===== src/rtl/pwm_compare.sv =====
// PWM comparator: registered pwm_out/period_start lag count by 1 cycle; duty shadow loads on counter wrap.
// Duty handshake stalls (duty_ready=0) while a shadow value waits for the next wrap. Optional PWM_INVERT_EN inverts the output.
module pwm_compare #(
    parameter int WIDTH = 24
) (
    input  logic             clk,
    input  logic             reset,
    input  logic [WIDTH-1:0] count,
    input  logic             en,
    input  logic [WIDTH-1:0] duty_in,
    input  logic             duty_valid,
    output logic             duty_ready,
    output logic             pwm_out,
    output logic             period_start,
    output logic             running
);

`ifdef PWM_INVERT_EN
    localparam logic IDLE_LVL = 1'b1;
`else
    localparam logic IDLE_LVL = 1'b0;
`endif

    typedef enum logic [1:0] {IDLE, ARM, RUN, DRAIN} state_t;

    state_t           state, state_nxt;
    logic [WIDTH-1:0] count_q;
    logic [WIDTH-1:0] pending;
    logic [WIDTH-1:0] duty_active;
    logic [WIDTH-1:0] eff;
    logic             pending_full;
    logic             wrap;
    logic             hi;
    logic             drive_nxt;
    logic             ps_nxt;

    // A decrease in count marks a wrap, so increments that skip zero are still caught.
    assign wrap       = (count < count_q);
    assign eff        = (wrap && pending_full) ? pending : duty_active;
    assign hi         = (count < eff);
    assign duty_ready = !pending_full;
    assign running    = (state == RUN) || (state == DRAIN);

    always_comb begin
        state_nxt = state;
        drive_nxt = 1'b0;
        ps_nxt    = 1'b0;
        case (state)
            IDLE: begin
                if (en) state_nxt = ARM;
            end
            ARM: begin
                if (!en) begin
                    state_nxt = IDLE;
                end else if (wrap) begin
                    state_nxt = RUN;
                    drive_nxt = hi;
                    ps_nxt    = 1'b1;
                end
            end
            RUN: begin
                drive_nxt = hi;
                ps_nxt    = wrap;
                if (!en) state_nxt = DRAIN;
            end
            DRAIN: begin
                // Re-enable before the wrap resumes RUN without losing the period.
                if (en) begin
                    state_nxt = RUN;
                    drive_nxt = hi;
                    ps_nxt    = wrap;
                end else if (wrap) begin
                    state_nxt = IDLE;
                end else begin
                    drive_nxt = hi;
                end
            end
            default: state_nxt = IDLE;
        endcase
    end

    always_ff @(posedge clk) begin
        if (reset) begin
            state        <= IDLE;
            count_q      <= '0;
            pending      <= '0;
            pending_full <= 1'b0;
            duty_active  <= '0;
            pwm_out      <= IDLE_LVL;
            period_start <= 1'b0;
        end else begin
            state        <= state_nxt;
            count_q      <= count;
            pwm_out      <= drive_nxt ^ IDLE_LVL;
            period_start <= ps_nxt;
            // A wrap only consumes a full shadow; a transfer only lands in an empty one.
            if (wrap && pending_full) begin
                duty_active  <= pending;
                pending_full <= 1'b0;
            end else if (duty_valid && !pending_full) begin
                pending      <= duty_in;
                pending_full <= 1'b1;
            end
        end
    end

endmodule


===== config.mk =====
export PLATFORM = sky130hd
export DESIGN_NAME = pwm_compare
export DESIGN_NICKNAME = d
export VERILOG_FILES = /design/src/rtl/pwm_compare.sv
export SDC_FILE = /design/constraint.sdc
export NUM_CORES = 1
export LEC_CHECK = 0
export ABC_AREA = 1
export BUFFER_PORTS_ARGS = -buffer_cell sky130_fd_sc_hd__buf_2
export CAP_MARGIN = 0
export CORE_ASPECT_RATIO = 1.4
export CORE_MARGIN = 1.5
export CORE_UTILIZATION = 30
export DETAILED_ROUTE_END_ITERATION = 16
export PLACE_DENSITY = 0.52
export SYNTH_ARGS = -nofsm -noshare
export SYNTH_HDL_FRONTEND = slang
export SYNTH_SLANG_ARGS = --single-unit

===== constraint.sdc =====
create_clock -name clk -period 3.2 [get_ports clk]
set_clock_uncertainty 0.1 [all_clocks]
set_input_delay 0.16 -clock clk [delete_from_list [all_inputs] [get_ports clk]]
set_output_delay 0.16 -clock clk [all_outputs]
set_load 0.05 [all_outputs]

==> results.md <==
- Status: finished clean
- Die span in y: 135 um
- Final hold slack: 0.0378 ns
- Total grt overflow: 0
- Total GRT Usage: 14.4%
- R2R cell count: 21
- Max stage delay cell, worst path: dlygate4sd3_1
- FF-to-FF End: pwm_out$_SDFF_PP0_
- Die area: 0.0131 mm^2
- CTS tree: built
- Most used DFF post-synth: dfxtp_1
- Post-route minimum period: 3.09 ns
- YS warnings: 0
- Hold Crit Class: primary input to flip-flop
- Endpoints failing hold: 0
- Most frequent CP cell: nand2_2
- Top Ports: 56
- PortBufs: 55
- Synth area leaders: dfxtp_1 (41%), ha_1 (15%), nor2_1 (10%)
- Layout cells sized above 1: 23.9%
- PwrDens: 451 mW/mm^2
- Dpl hpwl: 6220 um
- Slew @ Worst Pin: 0.889 ns
- Core Box Area: 0.0119 mm^2
- GP Congestion: 0.735
- Clk slew on worst S/H paths: 0.05 ns
- Chip width: 97.1 um
- Clk Tree Root Cell: clkbuf_16
- Critical R2R Launch: count_q[18]$_SDFF_PP0_
- WP data arrival: 3.26 ns
- Worst skew pair latency: 0.33 ns
- CP Class: primary input to flip-flop
- Total Routed Length: 9200 um
- Synth unique cells: 26
- Via Count: 3217
- Global routing's busiest layer: met2
- Setup crit start kind: primary input
- Initial Utilization: 31.1%
- Layout filler cell count: 1186
- H-tree levels: 3
- EDFF count, synth: 0
- Maximum root-to-sink buffer count: 2
- Pre-Repair DR Iteration Count: 4
- Count leader, synth: nor2_1
- DRC Markers: 0
- Cell taking the most area after synthesis: dfxtp_1
- Cells after Synth: 465
- Max FO, Critical Path: 4
- Met1 GRT Util: 15.1%
- Critical Path RT: 3.37 ns
- Global-route wire length before repair: 14700 um
- Most frequent cells after synthesis: nor2_1 (104), dfxtp_1 (77), inv_1 (71)
- Initial antenna violation count: 0
- Worst path cell trace: dlygate4sd3_1, buf_2, ha_4, nand2_2, nor2_1, nor3_1, nand2_1, nand2_2, nand3_4, buf_6, buf_6, mux2i_2, ha_1, nand2_2, nor2_4, nand2_1, o211ai_1, a21oi_2, o2111ai_2, a21oi_2
- Fmax: 0.324 GHz
- Avg WL per Cell: 12.6 um
- Detail Route Antenna Nets: 0
- Util after Layout: 45.0%
- Max cap viols: 0
- Critical Path Source: count[6]
- Final setup TNS: 0 ns
- Area growth syn-to-layout: 44.5%
- Seq. cell area: 0.00154 mm^2
- CTS sink count: 77
- Cell Area, Synth: 0.00372 mm^2
- FP Rows: 47
- Largest net degree at the start of global routing: 51
- Reg2reg setup slack: 0.13 ns
- Setup crit end: pwm_out$_SDFF_PP0_
- Vias/cell: 4.42
- Sequential fraction of the synthesis area: 41.5%
- Syn Nets: 563
- # diodes: 0
- Initial DRC count: 75
- Slowest stage delay, CP: 0.54 ns
- Async set or reset register ratio after synthesis: 0%
- Final net count: 675
- Syn Area/Cell: 8.00 um^2
- Final setup violation count: 0
- Maximum vdd drop: 0.251 mV
- Vias in the first global route: 3218
- Post-synth top area share: 41.5%
- Final Max Tran Viols: 0
- Met2 GRT Util: 26.7%
- Multi-input logic area: 0.00220 mm^2
- Crit end category: flip-flop
- Cts bufs inserted: 9
- P_leak: 0.00260 uW
- Met3 Resource Use GR: 4.50%
- Worst slew margin: 40.7%
- Period utilization: 96.5%
- Number of storage elements in the synthesis netlist: 77
==> routing by layer <==
layer / vias to the layer above / wire, um
met2: 38 / 4820
met3: 13 / 294
met4: 0 / 172
met5: - / 0
met1: 1471 / 3910
li1: 1695 / -
==> logic make-up (layout without fill, tap and decap cells) <==
family / count (synthesis) / in the layout / share of synthesized area [%]
flip-flops: 77 / 77 / 41.5
adder cells (fa/ha/maj): 46 / 46 / 15.5
AO/OA/AOI/OAI: 50 / 50 / 7.34
AND/OR/NAND/NOR: 181 / 181 / 20.1
buffers and inverters: 87 / 203 / 9.19
XOR/XNOR: 1 / 1 / 0.236
multiplexers: 23 / 23 / 6.19
==> worst max-delay path: cells and delay by family <==
family | cells | cell delay [ns]
adders and majority gates | 2 | 0.58
muxes | 1 | 0.14
buffers and inverters | 4 | 0.96
and+or+nand+nor | 9 | 0.85
AOI/OAI and AO/OA | 4 | 0.56
==> registers in the layout, summed over array words and instances (netlist names), named ones only <==
register / flops
count_q: 24
duty_active: 24
pending: 24
pending_full: 1
period_start: 1
pwm_out: 1
state: 1
==> final cells by class <==
type | instances | area share [%]
multi-input cells | 301 | 40.9
flip-flops and latches | 77 | 28.7
repair buffers | 116 | 17.1
inverters | 72 | 5.03
clock buffers | 13 | 4.66
well taps | 147 | 3.42
clock inverters | 2 | 0.186
==> placed cells by master, fill, tap and decap left out, drive strengths merged <==
master and count:
o2111ai 1, xor2 1, o211ai 2, dfxtp 77, nor3 3, dlymetal6s4s 6, clkbuf 13, buf 68
clkinv 2, nand2 59, nand4 4, nor4 1, ha 46, mux2i 23, nand3 8, o21ai 27
dlygate4sd3 42, inv 72, a21oi 18, a211oi 2, nor2 106
==> per-stage QoR <==
stage | total power [uW] | setup slack [ns] | cell area [um^2] | instances
after floorplan | 1290 | 0.447 | 3720 | 465
after global placement | 1400 | -0.0363 | 4160 | 658
after detailed placement | 1410 | -0.0957 | 4160 | 658
after CTS | 2380 | 0.0291 | 4940 | 724
after global routing | 2570 | -0.0860 | 5370 | 728
final | 2420 | 0.111 | 5370 | 728
==> worst min path at each step <==
stage / from / depth (start not counted) / slack [ns] / end
finish: duty_in[0] / 3 / 0.04 / pending[0]$_SDFFE_PP0P_
global route: duty_in[0] / 3 / 0.03 / pending[0]$_SDFFE_PP0P_
CTS: duty_in[0] / 3 / 0.02 / pending[0]$_SDFFE_PP0P_
detailed placement: duty_in[10] / 3 / 0.29 / pending[10]$_SDFFE_PP0P_
global placement: duty_in[18] / 3 / 0.29 / pending[18]$_SDFFE_PP0P_
floorplan: count[10] / 2 / 0.17 / count_q[10]$_SDFF_PP0_
==> power by group <==
| part | switching (uW) | internal, uW |
|---|---|---|
| registers | 27.0 | 1020 |
| clock network | 366 | 539 |
| logic | 245 | 227 |
| total | 638 | 1780 |
==> repair_timing <==
action	in CTS	in global routing
pin swaps	1	23
endpoints found under the hold margin	48	0
hold buffers	48	0
endpoints found under the setup margin	1	1
resized for setup	2	63
buffers inserted	3	13
Note: power is estimated with default switching activity, not from simulation.
